--- src/rtl/stim_seq_gen.sv ---
// Stimulus sequencer: replays a programmed table of (pattern, hold count) entries onto x,
// with one-shot or looping playback, abort, and done/wrap pulses.
`timescale 1ns/1ps
module stim_seq_gen #(
  parameter int              N_CH     = 2,
  parameter int              DEPTH    = 16,
  parameter int              DUR_W    = 8,
  parameter logic [N_CH-1:0] IDLE_VAL = '0,
  localparam int             AW       = $clog2(DEPTH)
) (
  input  logic             clk,
  input  logic             rst,
  input  logic             wr_en,
  input  logic [AW-1:0]    wr_addr,
  input  logic [N_CH-1:0]  wr_val,
  input  logic [DUR_W-1:0] wr_dur,
  input  logic [AW-1:0]    last_addr,
  input  logic             loop_en,
  input  logic             start,
  input  logic             abort,
  output logic [N_CH-1:0]  x,
  output logic             busy,
  output logic [AW-1:0]    step_idx,
  output logic             done,
  output logic             wrap
);

  localparam logic [0:0] IDLE = 1'b0;
  localparam logic [0:0] RUN  = 1'b1;

  logic [N_CH-1:0]  val_mem [DEPTH];
  logic [DUR_W-1:0] dur_mem [DEPTH];

  logic [0:0]       state_q, state_d;
  logic [N_CH-1:0]  x_q, x_d;
  logic [AW-1:0]    step_q, step_d;
  logic [AW-1:0]    last_q, last_d;
  logic [DUR_W-1:0] cnt_q, cnt_d;
  logic             done_q, done_d;
  logic             wrap_q, wrap_d;

  logic             load;
  logic [AW-1:0]    load_idx;
  logic             step_end;

  // Table storage is deliberately not reset.
  always_ff @(posedge clk) begin
    if (wr_en) begin
      val_mem[wr_addr] <= wr_val;
      dur_mem[wr_addr] <= wr_dur;
    end
  end

  assign step_end = (cnt_q == '0);

  always_comb begin
    state_d  = state_q;
    x_d      = x_q;
    step_d   = step_q;
    last_d   = last_q;
    cnt_d    = cnt_q;
    done_d   = 1'b0;
    wrap_d   = 1'b0;
    load     = 1'b0;
    load_idx = step_q + 1'b1;

    case (state_q)
      IDLE: begin
        if (start && !abort) begin
          state_d  = RUN;
          load     = 1'b1;
          load_idx = '0;
          last_d   = last_addr;
        end
      end
      RUN: begin
        if (abort) begin
          state_d = IDLE;
          x_d     = IDLE_VAL;
          step_d  = '0;
        end else if (!step_end) begin
          cnt_d = cnt_q - 1'b1;
        end else if (step_q == last_q) begin
          if (loop_en) begin
            load     = 1'b1;
            load_idx = '0;
            last_d   = last_addr;
            wrap_d   = 1'b1;
          end else begin
            state_d = IDLE;
            x_d     = IDLE_VAL;
            step_d  = '0;
            done_d  = 1'b1;
          end
        end else begin
          load = 1'b1;
        end
      end
      default: begin
        state_d = IDLE;
        x_d     = IDLE_VAL;
        step_d  = '0;
      end
    endcase

    // Entry contents are captured only here, so writes to a running entry land on its next load.
    if (load) begin
      x_d    = val_mem[load_idx];
      cnt_d  = dur_mem[load_idx];
      step_d = load_idx;
    end
  end

  always_ff @(posedge clk or posedge rst) begin
    if (rst) begin
      state_q <= IDLE;
      x_q     <= IDLE_VAL;
      step_q  <= '0;
      last_q  <= '0;
      cnt_q   <= '0;
      done_q  <= 1'b0;
      wrap_q  <= 1'b0;
    end else begin
      state_q <= state_d;
      x_q     <= x_d;
      step_q  <= step_d;
      last_q  <= last_d;
      cnt_q   <= cnt_d;
      done_q  <= done_d;
      wrap_q  <= wrap_d;
    end
  end

  assign x        = x_q;
  assign busy     = (state_q == RUN);
  assign step_idx = step_q;
  assign done     = done_q;
  assign wrap     = wrap_q;

endmodule

--- config.mk ---
export PLATFORM = sky130hd
export DESIGN_NAME = stim_seq_gen
export DESIGN_NICKNAME = d
export VERILOG_FILES = /design/src/rtl/stim_seq_gen.sv
export SDC_FILE = /design/constraint.sdc
export NUM_CORES = 1
export LEC_CHECK = 0
export BUFFER_PORTS_ARGS = -buffer_cell sky130_fd_sc_hd__buf_2
export CAP_MARGIN = 20
export CORE_ASPECT_RATIO = 0.5
export CORE_MARGIN = 2
export CORE_UTILIZATION = 46
export CTS_CLUSTER_SIZE = 16
export DETAILED_ROUTE_END_ITERATION = 7
export GPL_TIMING_DRIVEN = 0
export PLACE_DENSITY = 0.68
export SKIP_CTS_REPAIR_TIMING = 1
export SLEW_MARGIN = 20
export SYNTH_ARGS = -nofsm -noshare
export SYNTH_HDL_FRONTEND = slang
export SYNTH_SLANG_ARGS = --single-unit
--- constraint.sdc ---
create_clock -name clk -period 5.9 [get_ports clk]
set_clock_uncertainty 0.05 [all_clocks]
set_input_delay 0.295 -clock clk [delete_from_list [all_inputs] [get_ports clk]]
set_output_delay 0.295 -clock clk [all_outputs]
set_load 0.05 [all_outputs]
==> flow_summary.ini <==
[drt]
vias_per_cell = 6.08
firstDrtPassIters = 5
drc = 0
wl_mm = 19.7
final_antenna_net_count = 0
route.vias.total = 4892
drt_iter0_markers = 801
routedWlPerCell_um = 24.5

[die]
die_h_um = 94.7
die_w_um = 185
coreArea_um2 = 16200
fp.dieArea_um2 = 17500
rows = 33
pin_count = 33
start_util_pct = 46.6

[timing]
final-hold-violation-count = 21
final.min_clock_period_ps = 4120
tns_ps = 0
fmax_mhz = 243
rsz0062_at_grt = no
timing.hold.ws_ps = -41.2
slew_headroom_pct = 25.3
timing.final.crit_share_pct = 69.9
maxSlewViolCount = 0
tightest_slew_ps = 1120
setup_viol = 0

[outcome]
failed_checks = negative hold slack
status = finished, violations left

[synth]
synth_cell_types = 61
ys_top_cells_by_area = edfxtp_1 (64%), dfrtp_1 (6.9%), mux2i_1 (2.8%)
synth.most_common_cell = edfxtp_1
synthFlopType = edfxtp_1
synth_area_per_cell_um2 = 14.8
syn_area_um2 = 7560
yosysSeqAreaShare_pct = 70.5
synth_edf_count = 160
synth_largest_area_cell = edfxtp_1
yosys.area.top_type_share_pct = 63.5
synth_cells = 510
syn_nets = 537
synth-seq-cells = 181
ys_async_sr_fraction_pct = 11.6
ys_warn_count = 0
ys_top_cells_by_count = edfxtp_1 (160), nand2_1 (40), nor2_1 (30)

[final_layout]
fillers = 1291
areaGrowthSynthToFinish_pct = 14.9
antenna-diode-count = 0
drive_gt1_share_pct = 19.6
layout.nets = 591

[pwr]
p_seq_share_pct = 52.5
p_per_area_nw_per_um2 = 324
vdd_ir_drop_max_mv = 0.186
power.switching_w = 0.000728
swShare_pct = 25.9
total_power_w = 0.00281
internal_power_w = 0.00209
clock_power_share_pct = 40.0
leakage_nw = 2.81
combinationalPowerShare_pct = 7.5

[critical_path]
required_ps = 6150
worstSetupEndpointType = register
worstPathMaxFanout = 10
start_kind = register
crit_type = reg -> reg
rr_worst_depth = 8
critPathArrivalTime_ps = 4370

[clock_tree]
cts_made_buffers = 17
cts_tree = done
clk_latency_ps = 440
path_clk_slew_ps = 70
root_buffer = clkbuf_16
cts_buffer_depth = 2
h-tree-depth = 4
cts.sinks = 181

[grt]
antenna_found_initial = 1
track_usage_pct = 23.6
grt_pass1_vias = 4713
grt_pass1_wl_mm = 29.1
grtUsageMet3_pct = 7.52
top_usage_layer = met1
gr-total-overflow = 0
grt_max_degree = 22
grt_util_met2_pct = 33.5
use_met1_pct = 33.5

[placed_design]
port-buffer-count = 31
place_congestion = 0.859
place_hpwl_mm = 13.1

[worst_hold_path]
hold_class = in -> async

[flow_run]
drv_cap = 0
-- cell usage in the layout, fill, tap and decap left out, types with 7 or more instances in the layout --
cell,netlist,routed
a221oi_1,9,9
mux2i_1,21,21
mux2_2,11,11
nor2_2,0,7
nand2_1,40,40
xnor2_1,7,7
a221o_1,9,9
nand3_1,7,7
buf_2,0,31
dfrtp_1,21,21
a21oi_1,16,16
inv_1,8,8
clkbuf_16,0,17
o21ai_0,28,28
nor3_1,15,11
clkbuf_1,15,15
nor2_1,30,23
edfxtp_1,160,160
-- registers in the layout, indices dropped and copies added, names as in the netlist --
register  count
step_idx      4
wrap          1
done          1
cnt_q         8
last_q        4
x             2
dur_mem     128
busy          1
val_mem      32
-- metrics by stage --
| stage | setup WS, ps | area, um2 | hold WS [ps] | instances | utilization [%] |
|---|---|---|---|---|---|
| finish | 1780 | 8690 | -41.2 | 804 | 53.5 |
| global route | 1610 | 8690 | 14.9 | 804 | 53.5 |
| CTS | 1860 | 8670 | -7.88 | 804 | 53.4 |
| detailed placement | 1870 | 8070 | 441 | 772 | 49.7 |
| global placement | 1830 | 8000 | 424 | 768 | 49.3 |
| floorplan | 2930 | 7560 | 222 | 510 | - |
-- power groups by stage --
stage	clock network [W]	logic (W)	registers [W]
floorplan	0	0.000119	0.00150
global placement	0	0.000198	0.00150
detailed placement	0	0.000204	0.00150
CTS	0.00113	0.000207	0.00148
global route	0.00119	0.000231	0.00148
finish	0.00112	0.000212	0.00148
-- layout make-up --
type,instances,area [um2],area share [%]
Buffer,24,116,1.34
Inverter,8,30.0,0.346
Multi-Input combinational cell,297,2140,24.6
Tap cell,227,284,3.27
Timing Repair Buffer,35,189,2.17
Clock buffer,17,425,4.90
Sequential cell,181,5330,61.3
Clock inverter,15,176,2.03
-- layer usage --
metal / vias up / wire (um)
met5: - / 13
met4: 2 / 396
met3: 34 / 2210
met2: 287 / 8330
met1: 2429 / 8730
li1: 2140 / -
-- path summary, 6_finish.rpt --
check	start	to	slack (ps)
hold reg to reg	last_q[0]	last_q[0]	450
setup / recovery	step_idx[0]	cnt_q[7]	1780
min in group clk	last_addr[3]	last_q[3]	10
setup reg to reg	step_idx[0]	cnt_q[7]	1780
max in group asynchronous	rst	x[1]	5330
hold / removal	rst	step_idx[3]	-40
-- kinds of logic (layout without fill, tap and decap cells) --
group | count (synthesis) | after routing | synth area share [%]
compound gates | 120 | 120 | 11.9
xor+xnor | 8 | 8 | 0.926
fa+ha+maj | 3 | 3 | 0.496
buf+inv | 32 | 99 | 1.94
flops | 181 | 181 | 70.5
mux | 37 | 37 | 5.91
simple gates | 129 | 129 | 8.37
-- critical path: stages (launching register included) --
cell	delay [ps]
dfrtp_1	460
buf_1	660
clkbuf_1	620
buf_1	680
buf_1	730
mux2i_1	200
o21ai_0	200
nand4_1	130
o211ai_1	250
No activity file was read; power rests on OpenSTA's default activity.
